===== config.mk =====
export PLATFORM = sky130hd
export DESIGN_NAME = llr_retry_ctrl_flat
export DESIGN_NICKNAME = d
export VERILOG_FILES = /design/src/rtl/llr_retry_ctrl_if.sv /design/src/rtl/llr_retry_ctrl.sv /design/src/flat_wrapper.sv
export SDC_FILE = /design/constraint.sdc
export NUM_CORES = 1
export LEC_CHECK = 0
export CAP_MARGIN = 20
export CORE_ASPECT_RATIO = 0.9
export CORE_UTILIZATION = 55
export DETAILED_ROUTE_END_ITERATION = 10
export DONT_BUFFER_PORTS = 1
export GPL_ROUTABILITY_DRIVEN = 1
export PLACE_DENSITY = 0.7
export SYNTH_ARGS = -nofsm -noshare
export SYNTH_HDL_FRONTEND = slang
export SYNTH_SLANG_ARGS = --single-unit

===== constraint.sdc =====
create_clock -name i_clk -period 3.55 [get_ports i_clk]
set_clock_uncertainty 0.15 [all_clocks]
set_input_delay 0.71 -clock i_clk [delete_from_list [all_inputs] [get_ports i_clk]]
set_output_delay 0.71 -clock i_clk [all_outputs]
set_load 0.005 [all_outputs]

===== src/rtl/llr_retry_ctrl_if.sv =====
`default_nettype none
// +--------------------------------------------------------------------------+
// | llr_retry_ctrl_if : TX/RX/LLRB handshake bundle for llr_retry_ctrl       |
// | Rev 1.0                                                                  |
// +--------------------------------------------------------------------------+
interface llr_retry_ctrl_if;
  logic        tx_flit_valid;
  logic        tx_ready;
  logic        rx_flit_good;
  logic        rx_crc_err;
  logic        rx_retry_req;
  logic        rx_retry_ack;
  logic        rx_ack_valid;
  logic [6:0]  rx_ack_count;
  logic        retry_stop_read;
  logic [7:0]  retry_wrt_ptr;
  logic        controller_wr_en;
  logic        controller_rd_en;
  logic        rd_ptr_eseq_set;
  logic        o_tx_stall;
  logic        o_tx_sel_replay;
  logic        o_send_retry_ack;
  logic        o_send_retry_req;
  logic [7:0]  o_retry_req_eseq;
  logic        o_link_fail;
  logic [15:0] o_replay_cnt;

  modport master (
    output tx_flit_valid, tx_ready, rx_flit_good, rx_crc_err, rx_retry_req,
           rx_retry_ack, rx_ack_valid, rx_ack_count, retry_stop_read, retry_wrt_ptr,
    input  controller_wr_en, controller_rd_en, rd_ptr_eseq_set, o_tx_stall,
           o_tx_sel_replay, o_send_retry_ack, o_send_retry_req, o_retry_req_eseq,
           o_link_fail, o_replay_cnt
  );

  modport slave (
    input  tx_flit_valid, tx_ready, rx_flit_good, rx_crc_err, rx_retry_req,
           rx_retry_ack, rx_ack_valid, rx_ack_count, retry_stop_read, retry_wrt_ptr,
    output controller_wr_en, controller_rd_en, rd_ptr_eseq_set, o_tx_stall,
           o_tx_sel_replay, o_send_retry_ack, o_send_retry_req, o_retry_req_eseq,
           o_link_fail, o_replay_cnt
  );
endinterface
`default_nettype wire


===== src/rtl/llr_retry_ctrl.sv =====
`default_nettype none
// +--------------------------------------------------------------------------+
// | llr_retry_ctrl : CXL link-layer retry controller (LLRB strobes, replay,  |
// | Retry.Req/Ack sequencing). Optional LLR_REPLAY_STATS_EN replay counter.  |
// | Rev 1.0                                                                  |
// +--------------------------------------------------------------------------+
module llr_retry_ctrl #(
  parameter int BUFFER_DEPTH = 64,
  parameter int ACK_TIMEOUT  = 255,
  parameter int MAX_RETRY    = 4
) (
  input logic             i_clk,
  input logic             i_rst_n,
  llr_retry_ctrl_if.slave bus
);
  localparam int c_tmr_w = (ACK_TIMEOUT < 2) ? 1 : $clog2(ACK_TIMEOUT + 1);
  localparam int c_rty_w = (MAX_RETRY < 2) ? 1 : $clog2(MAX_RETRY + 1);
  localparam logic [6:0]         c_full_lvl = 7'(BUFFER_DEPTH);
  localparam logic [c_tmr_w-1:0] c_tmr_max  = c_tmr_w'(ACK_TIMEOUT);
  localparam logic [c_rty_w-1:0] c_rty_max  = c_rty_w'(MAX_RETRY);

  typedef enum logic [1:0] {
    TX_NORMAL = 2'd0, TX_SEND_ACK = 2'd1, TX_REPLAY = 2'd2
  } tx_state_t;
  typedef enum logic [1:0] {
    RX_IDLE = 2'd0, RX_SEND_REQ = 2'd1, RX_WAIT_ACK = 2'd2, RX_ABORT = 2'd3
  } rx_state_t;

  tx_state_t          r_tx_state, w_tx_next;
  rx_state_t          r_rx_state, w_rx_next;
  logic [c_tmr_w-1:0] r_timer, w_timer_next;
  logic [c_rty_w-1:0] r_retry_num, w_retry_next;
  logic [6:0]         r_occ, w_occ_next;
  logic [7:0]         r_rx_eseq;
  logic [5:0]         r_wr_cnt;
  logic [7:0]         w_occ_sum, w_ack_amt, w_occ_diff;
  logic               w_abort, w_full, w_send_req, w_wr_en, w_rd_en, w_eseq_set;
  logic               w_unused;

  assign w_abort    = (r_rx_state == RX_ABORT);
  assign w_full     = (r_occ == c_full_lvl);
  // A pending Retry.Ack outranks our own Retry.Req on the TX link.
  assign w_send_req = (r_rx_state == RX_SEND_REQ) && (r_tx_state != TX_SEND_ACK);

  always_comb begin
    w_tx_next  = r_tx_state;
    w_eseq_set = 1'b0;
    w_rd_en    = 1'b0;
    w_wr_en    = 1'b0;
    if (!w_abort) begin
      case (r_tx_state)
        TX_NORMAL: begin
          w_eseq_set = bus.rx_retry_req;
          w_wr_en    = bus.tx_flit_valid && bus.tx_ready && !w_full && !w_send_req;
          if (bus.rx_retry_req) w_tx_next = TX_SEND_ACK;
        end
        TX_SEND_ACK: if (bus.tx_ready) w_tx_next = TX_REPLAY;
        TX_REPLAY: begin
          w_rd_en = bus.tx_ready && !bus.retry_stop_read && !w_send_req;
          if (bus.retry_stop_read) w_tx_next = TX_NORMAL;
        end
        default: w_tx_next = TX_NORMAL;
      endcase
    end
  end

  always_comb begin
    w_rx_next    = r_rx_state;
    w_retry_next = r_retry_num;
    w_timer_next = '0;
    case (r_rx_state)
      RX_IDLE:     if (bus.rx_crc_err) w_rx_next = RX_SEND_REQ;
      RX_SEND_REQ: if (w_send_req && bus.tx_ready) w_rx_next = RX_WAIT_ACK;
      RX_WAIT_ACK: begin
        if (bus.rx_retry_ack) begin
          w_rx_next    = RX_IDLE;
          w_retry_next = '0;
        end else if (r_timer == c_tmr_max) begin
          w_retry_next = r_retry_num + 1'b1;
          w_rx_next    = (w_retry_next >= c_rty_max) ? RX_ABORT : RX_SEND_REQ;
        end else begin
          w_timer_next = r_timer + 1'b1;
        end
      end
      default: w_rx_next = RX_ABORT;
    endcase
  end

  // Over-ack clamps the occupancy at zero instead of wrapping.
  assign w_ack_amt  = bus.rx_ack_valid ? {1'b0, bus.rx_ack_count} : 8'd0;
  assign w_occ_sum  = {1'b0, r_occ} + {7'd0, w_wr_en};
  assign w_occ_diff = w_occ_sum - w_ack_amt;
  assign w_occ_next = (w_ack_amt > w_occ_sum) ? 7'd0 : w_occ_diff[6:0];

  always_ff @(posedge i_clk or negedge i_rst_n) begin
    if (!i_rst_n) begin
      r_tx_state  <= TX_NORMAL;
      r_rx_state  <= RX_IDLE;
      r_timer     <= '0;
      r_retry_num <= '0;
      r_occ       <= '0;
      r_rx_eseq   <= '0;
      r_wr_cnt    <= '0;
    end else begin
      r_tx_state  <= w_tx_next;
      r_rx_state  <= w_rx_next;
      r_timer     <= w_timer_next;
      r_retry_num <= w_retry_next;
      r_occ       <= w_occ_next;
      if (bus.rx_flit_good && r_rx_state == RX_IDLE) r_rx_eseq <= r_rx_eseq + 8'd1;
      if (w_wr_en) r_wr_cnt <= r_wr_cnt + 6'd1;
    end
  end

`ifdef LLR_REPLAY_STATS_EN
  logic [15:0] r_replay_cnt;
  always_ff @(posedge i_clk or negedge i_rst_n) begin
    if (!i_rst_n)
      r_replay_cnt <= '0;
    else if (r_tx_state == TX_SEND_ACK && w_tx_next == TX_REPLAY && r_replay_cnt != 16'hFFFF)
      r_replay_cnt <= r_replay_cnt + 16'd1;
  end
  assign bus.o_replay_cnt = r_replay_cnt;
`else
  assign bus.o_replay_cnt = 16'd0;
`endif

  assign bus.controller_wr_en = w_wr_en;
  assign bus.controller_rd_en = w_rd_en;
  assign bus.rd_ptr_eseq_set  = w_eseq_set;
  assign bus.o_tx_stall       = (r_tx_state != TX_NORMAL) || w_full || w_send_req || w_abort;
  assign bus.o_tx_sel_replay  = (r_tx_state == TX_REPLAY) && !w_abort;
  assign bus.o_send_retry_ack = (r_tx_state == TX_SEND_ACK) && !w_abort;
  assign bus.o_send_retry_req = w_send_req;
  assign bus.o_retry_req_eseq = r_rx_eseq;
  assign bus.o_link_fail      = w_abort;

  // The LLRB write pointer must track our own write strobes.
  a_wrt_ptr_tracks_writes: assert property (@(posedge i_clk) disable iff (!i_rst_n)
    bus.retry_wrt_ptr[5:0] == r_wr_cnt);

  assign w_unused = ^{bus.retry_wrt_ptr, w_occ_diff[7]};
endmodule
`default_nettype wire


===== src/flat_wrapper.sv =====
// flat-port wrapper written by rule: the top's interface ports become plain ports
module llr_retry_ctrl_flat 
#(
  parameter int BUFFER_DEPTH = 64,
  parameter int ACK_TIMEOUT  = 255,
  parameter int MAX_RETRY    = 4
)
  (i_clk, i_rst_n, bus_tx_flit_valid, bus_tx_ready, bus_rx_flit_good, bus_rx_crc_err, bus_rx_retry_req, bus_rx_retry_ack, bus_rx_ack_valid, bus_rx_ack_count, bus_retry_stop_read, bus_retry_wrt_ptr, bus_controller_wr_en, bus_controller_rd_en, bus_rd_ptr_eseq_set, bus_o_tx_stall, bus_o_tx_sel_replay, bus_o_send_retry_ack, bus_o_send_retry_req, bus_o_retry_req_eseq, bus_o_link_fail, bus_o_replay_cnt);
  llr_retry_ctrl_if bus_i ();
  input logic i_clk;
  input logic i_rst_n;
  input wire logic [$bits(bus_i.tx_flit_valid)-1:0] bus_tx_flit_valid;
  input wire logic [$bits(bus_i.tx_ready)-1:0] bus_tx_ready;
  input wire logic [$bits(bus_i.rx_flit_good)-1:0] bus_rx_flit_good;
  input wire logic [$bits(bus_i.rx_crc_err)-1:0] bus_rx_crc_err;
  input wire logic [$bits(bus_i.rx_retry_req)-1:0] bus_rx_retry_req;
  input wire logic [$bits(bus_i.rx_retry_ack)-1:0] bus_rx_retry_ack;
  input wire logic [$bits(bus_i.rx_ack_valid)-1:0] bus_rx_ack_valid;
  input wire logic [$bits(bus_i.rx_ack_count)-1:0] bus_rx_ack_count;
  input wire logic [$bits(bus_i.retry_stop_read)-1:0] bus_retry_stop_read;
  input wire logic [$bits(bus_i.retry_wrt_ptr)-1:0] bus_retry_wrt_ptr;
  output wire logic [$bits(bus_i.controller_wr_en)-1:0] bus_controller_wr_en;
  output wire logic [$bits(bus_i.controller_rd_en)-1:0] bus_controller_rd_en;
  output wire logic [$bits(bus_i.rd_ptr_eseq_set)-1:0] bus_rd_ptr_eseq_set;
  output wire logic [$bits(bus_i.o_tx_stall)-1:0] bus_o_tx_stall;
  output wire logic [$bits(bus_i.o_tx_sel_replay)-1:0] bus_o_tx_sel_replay;
  output wire logic [$bits(bus_i.o_send_retry_ack)-1:0] bus_o_send_retry_ack;
  output wire logic [$bits(bus_i.o_send_retry_req)-1:0] bus_o_send_retry_req;
  output wire logic [$bits(bus_i.o_retry_req_eseq)-1:0] bus_o_retry_req_eseq;
  output wire logic [$bits(bus_i.o_link_fail)-1:0] bus_o_link_fail;
  output wire logic [$bits(bus_i.o_replay_cnt)-1:0] bus_o_replay_cnt;
  assign bus_i.tx_flit_valid = bus_tx_flit_valid;
  assign bus_i.tx_ready = bus_tx_ready;
  assign bus_i.rx_flit_good = bus_rx_flit_good;
  assign bus_i.rx_crc_err = bus_rx_crc_err;
  assign bus_i.rx_retry_req = bus_rx_retry_req;
  assign bus_i.rx_retry_ack = bus_rx_retry_ack;
  assign bus_i.rx_ack_valid = bus_rx_ack_valid;
  assign bus_i.rx_ack_count = bus_rx_ack_count;
  assign bus_i.retry_stop_read = bus_retry_stop_read;
  assign bus_i.retry_wrt_ptr = bus_retry_wrt_ptr;
  assign bus_controller_wr_en = bus_i.controller_wr_en;
  assign bus_controller_rd_en = bus_i.controller_rd_en;
  assign bus_rd_ptr_eseq_set = bus_i.rd_ptr_eseq_set;
  assign bus_o_tx_stall = bus_i.o_tx_stall;
  assign bus_o_tx_sel_replay = bus_i.o_tx_sel_replay;
  assign bus_o_send_retry_ack = bus_i.o_send_retry_ack;
  assign bus_o_send_retry_req = bus_i.o_send_retry_req;
  assign bus_o_retry_req_eseq = bus_i.o_retry_req_eseq;
  assign bus_o_link_fail = bus_i.o_link_fail;
  assign bus_o_replay_cnt = bus_i.o_replay_cnt;
  llr_retry_ctrl #(.BUFFER_DEPTH(BUFFER_DEPTH), .ACK_TIMEOUT(ACK_TIMEOUT), .MAX_RETRY(MAX_RETRY)) u_core (.i_clk(i_clk), .i_rst_n(i_rst_n), .bus(bus_i));
endmodule

After elaboration in Yosys (flattened, before gate mapping):

Cells that the tools add are included.

* flip-flop bits (word level): 30
* input port bits: 25
* output and inout bits: 32
* word-level logic and storage cells: 75

* add/sub/neg operators: 5
* magnitude comparators: 2
* equal/unequal tests: 14
* muxes and demuxes: 23
* bitwise gates (word level): 1
* reductions and logical operators: 24

Operators by type and width (number)
* $mux W8: 3
* $add A8 B1 Y8 const B: 2
* $mux W2: 8
* $mux W7: 2
* $pmux W2 S3: 2
* $logic_and A1 B1 Y1: 10
* $ne A2 B2 Y1 const B: 5
* $add A7 B1 Y8: 1
* $eq A8 B8 Y1 const B: 1
* $gt A7 B8 Y1: 1
* $eq A7 B7 Y1 const B: 1
* $sub A7 B7 Y7: 1
* $eq A2 B2 Y1 const B: 3
* $mux W1: 6
* $mux W3: 2
* $eq A2 B1 Y1 const B: 2
* $logic_not A1 Y1: 4
* $logic_not A2 Y1: 2
* $reduce_and A4 Y1: 1
* $reduce_bool A2 Y1: 2
* $add A3 B1 Y3 const B: 1
* $ge A3 B3 Y1 const B: 1
* $logic_or A1 B1 Y1: 3
* $ne A3 B2 Y1 const B: 1
* 4 further kinds: 4

Longest topological paths before layout:

* depth in word-level cells: 9
* mapped depth: 14

Worst setup path after synthesis:

No wires, ideal clock.

* path kind: input to register
* start: input bus_tx_ready
* end: register u_core.r_occ[6]
* setup time: 0.077 ns
* arrival: 2.802 ns
* required time: 3.323 ns
* slack: 0.520 ns
* stages: 11
* buffers on the path: 0
* path through: nand3_1 nor3b_1 ha_1 nand3_1 nor2_1 xor2_1 ha_1 a21o_1 a21oi_2 nand3_1 a21oi_1

* word-level cells in the longest chain between the ends: 8

RTL lines
* from (decl): line flat_wrapper.sv:13 `input wire logic [$bits(bus_i.tx_ready)-1:0] bus_tx_ready;`
* $logic_and A1 B1 Y1 (*) (3 in series): line llr_retry_ctrl.sv:54 `w_wr_en = bus.tx_flit_valid && bus.tx_ready && !w_full && !w_send_req;`
* $mux W1 (*): line llr_retry_ctrl.sv:51 `case (r_tx_state)`
* $mux W1 (*): line llr_retry_ctrl.sv:50 `if (!w_abort) begin`
* net bus_controller_wr_en: line flat_wrapper.sv:22 `output wire logic [$bits(bus_i.controller_wr_en)-1:0] bus_controller_wr_en;`
* $add A7 B1 Y8 (*): line llr_retry_ctrl.sv:91 `assign w_occ_sum = {1'b0, r_occ} + {7'd0, w_wr_en};`
* $sub A7 B7 Y7 / $gt A7 B8 Y1 (equally long branches): line llr_retry_ctrl.sv:92, llr_retry_ctrl.sv:93
* $mux W7 (*): line llr_retry_ctrl.sv:93 `assign w_occ_next = (w_ack_amt > w_occ_sum) ? 7'd0 : w_occ_diff[6:0];`
* net u_core.w_occ_next[6]: line llr_retry_ctrl.sv:33 `logic [6:0] r_occ, w_occ_next;`
* to (signal assigned): line llr_retry_ctrl.sv:109 `r_occ <= w_occ_next;`
* to (decl): line llr_retry_ctrl.sv:33

The timed path passes the listed nets; every way through them passes the cells marked *.
A chain may end at the register's enable or synchronous reset.

Worst setup path in the final report:

* start: register u_core.r_occ[6]
* end: register u_core.r_occ[6]

* word-level cells in the longest chain between the ends: 9

RTL lines
* $eq A7 B7 Y1: line llr_retry_ctrl.sv:41 `assign w_full = (r_occ == c_full_lvl);`
* $logic_not A1 Y1: line llr_retry_ctrl.sv:54
* $logic_and A1 B1 Y1 (2 in series): line llr_retry_ctrl.sv:54
* $mux W1: line llr_retry_ctrl.sv:51
* $mux W1: line llr_retry_ctrl.sv:50
* $add A7 B1 Y8 (*): line llr_retry_ctrl.sv:91
* $sub A7 B7 Y7 / $gt A7 B8 Y1 (equally long branches): line llr_retry_ctrl.sv:92, llr_retry_ctrl.sv:93
* $mux W7 (*): line llr_retry_ctrl.sv:93
* net u_core.w_occ_next[6]: line llr_retry_ctrl.sv:33

Marked as above.

==> flow_summary.json <==
{
  "status": "finished, final reports clean",
  "avgSynthCellArea_um2": 9.54,
  "clk_pin_slew_ns": 0.07,
  "synth_simple_gate_area_share_pct": 23.3,
  "wl_met2_mm": 1.61,
  "path_cells": "nor4b_2 > a211oi_1 > nor3b_2 > ha_1 > nand3_1 > nor2_1 > xor2_1 > ha_1 > buf_4 > or3b_2 > nand3_1 > a311oi_1 > a21oi_1",
  "r2r_slack_ns": 0.31,
  "wl_met1_mm": 2.13,
  "cp-start-kind": "flip-flop",
  "grt_overflow_total": 0,
  "end_kind": "flip-flop",
  "synth_edf_count": 0,
  "post-route-period-util_pct": 91.1,
  "async_flop_share_pct": 100,
  "vias": 1627,
  "syn-cell-area_mm2": 0.00224,
  "drc_errors": 0,
  "r2r-end": "u_core.r_occ[6]",
  "reg2regPathDepth": 13,
  "synth-adder-area-share_pct": 10.9,
  "cp_num_buf_inv": 1,
  "cts_buffers": 5,
  "synthDistinctLibCells": 54,
  "synth_common_cells": "dfrtp_1 (30), nand2_1 (21), ha_1 (18), buf_4 (16)",
  "wl_met3_um": 187,
  "die_x_um": 69.3,
  "worstPathRequired_ns": 3.60,
  "cts_tree": "built",
  "vdd_drop_max_mv": 0.403,
  "diodes": 0,
  "synth.area.mux_share_pct": 1.01,
  "cp_max_fo": 7,
  "cts_max_level": 2,
  "drt-pass1-iter-count": 5,
  "synth_compound_gate_area_share_pct": 14.7,
  "nets": 288,
  "dpl_cell_area_mm2": 0.00226,
  "gp_congestion": 0.794,
  "hpwl_mm": 3.06,
  "yosys_warnings": 0,
  "initial_core_util_pct": 58.8,
  "routed_wl_mm": 3.95,
  "synth-seq-area-share_pct": 33.5,
  "p_leak_nw": 1.10,
  "yosysMostFrequentCell": "dfrtp_1",
  "antenna_found_initial": 0,
  "ant_nets": 0,
  "grt_pass1_vias": 1523,
  "hold_viol": 0,
  "wl_per_cell_um": 13.6,
  "synth_top_cell_by_area": "dfrtp_1",
  "yosys.area_share.xor_xnor_pct": 7.43,
  "final_layout_size_suffix_gt1_share_pct": 15.5,
  "synthTopCellsByArea": "dfrtp_1 (34%), ha_1 (10%), buf_4 (5.4%), xnor2_1 (4.3%), nand2_1 (3.5%)",
  "port_buffers": 0,
  "fp.dieH_um": 62.6,
  "min_period_ns": 3.24,
  "netlist_instances": 235,
  "post-cts-setup-buffers": 0,
  "setup_viol": 0,
  "drv_cap": 0,
  "clk_latency_ns": 0.28,
  "rows": 21,
  "max_stage_delay_ns": 0.43,
  "synth_top_family_by_area": "simple AND/OR/NAND/NOR gates",
  "clock.fmax_ghz": 0.309,
  "crit_path_top_delay_cell": "or3b_2",
  "synth_top_area_share_pct": 33.5,
  "worstPathArrival_ns": 3.29,
  "fin_area_mm2": 0.00238,
  "cts_sinks": 30,
  "cp_top_family": "simple AND/OR/NAND/NOR gates",
  "synth-seq-cells": 30,
  "drv_slew": 0,
  "drtIter0Drc": 74,
  "p_per_area_mw_per_mm2": 779,
  "grt_max_degree": 31,
  "fin_setup_tns_ns": 0,
  "coreArea_mm2": 0.00381,
  "area_delta_synth_final_pct": 6.37,
  "regToRegStartpoint": "u_core.r_occ[6]",
  "synth-main-ff-cell": "dfrtp_1",
  "routed_via_density": 5.59,
  "io_pins": 57,
  "worstSetupPathType": "flip-flop to flip-flop",
  "hold_path_class": "input pin to async pin",
  "grt_use_total_pct": 19.7,
  "dieArea_mm2": 0.00433,
  "highest_layer": "met4",
  "root_buffer": "clkbuf_8",
  "clockBufferDepth": 2,
  "grt_pass1_wl_mm": 7.00
}
[metal layers]
metal  GRT usage (%)  vias to the layer above
met5               0                        -
met3            4.68                        5
met4            4.85                        0
met2            27.5                       50
met1            30.5                      762
li1                -                      810
[area by class of cell]
| cell class | count | area, um^2 |
|---|---|---|
| clock inverter | 1 | 5.00 |
| sequential | 30 | 751 |
| inverter | 15 | 56.3 |
| fill | 346 | 1430 |
| tap | 46 | 57.6 |
| multi-input combinational | 185 | 1360 |
| timing repair buffer | 7 | 65.1 |
| clock buffer | 7 | 86.3 |
[report_power, final]
part           total, mW  switching [mW]  internal, mW
clock network      0.281           0.125         0.156
registers          0.605           0.145         0.460
logic              0.971           0.519         0.452
[state kept, by name, summed over array words and instances (netlist names)]
name                         flops
u_core.r_occ                     7
u_core.bus.o_retry_req_eseq      8
u_core.r_timer                   8
u_core.r_tx_state                2
u_core.r_retry_num               3
u_core.r_rx_state                2
[logic make-up after synthesis]
group           count (synthesis)
simple gates                   89
compound gates                 40
buf+inv                        35
flops                          30
fa+ha+maj                      19
xor+xnor                       19
mux                             2
other cells                     1
[stage by stage]
step           hold slack, ns  cells  utilization, %  power, mW  setup slack (ns)
2_1_floorplan           0.264    250               -       1.36             0.520
3_3_place_gp            0.265    282            59.2       1.53             0.237
3_5_place_dp            0.265    282            59.2       1.55             0.190
4_1_cts                0.0954    291            62.1       1.85             0.157
5_1_grt                 0.101    291            62.6       2.03           -0.0106
6_report               0.0933    291            62.6       1.86             0.315
[worst max path at each step]
stage | startpoint | end | slack, ns | cells after the start
finish | u_core.r_occ[6] | u_core.r_occ[6] | 0.31 | 13
global placement | u_core.r_occ[6] | u_core.r_occ[0] | 0.24 | 12
CTS | u_core.r_occ[6] | u_core.r_occ[3] | 0.16 | 12
global route | u_core.r_occ[6] | u_core.r_occ[5] | -0.01 | 12
floorplan | bus_tx_ready | u_core.r_occ[6] | 0.52 | 11
detailed placement | u_core.r_occ[6] | u_core.r_occ[3] | 0.19 | 12
[placed cells by master (no fill, tap or decap), types with 3 or more instances in the layout]
cell and count:
dfrtp_1 30, nand2_1 21, ha_1 18, conb_1 16, inv_1 15, nor2_1 15
xnor2_1 11, a21oi_1 10, nand3_1 8, xor2_1 8, nor2b_1 8, nor3_1 7
clkbuf_8 6, buf_4 6, nand3_2 4, nand2b_1 4, o21ai_0 4, or3b_2 4
nand4_1 3
[worst reg2reg max path, delay by kind of cell, from the launching register on]
| family | cells | cell delay, ns |
|---|---|---|
| AOI/OAI and AO/OA | 3 | 0.48 |
| adders and majority gates | 2 | 0.49 |
| DFF | 1 | 0.41 |
| xor gates and xnor gates | 1 | 0.22 |
| buffers and inverters | 1 | 0.17 |
| and+or+nand+nor | 6 | 1.24 |
[timing repair]
| action | in CTS | in global routing |
|---|---|---|
| endpoints found under the hold margin | 30 | 0 |
| hold buffers | 1 | 0 |
| setup endpoints to repair | 0 | 7 |
| gates resized for setup | 0 | 3 |
No activity file was read; power rests on OpenSTA's default activity.
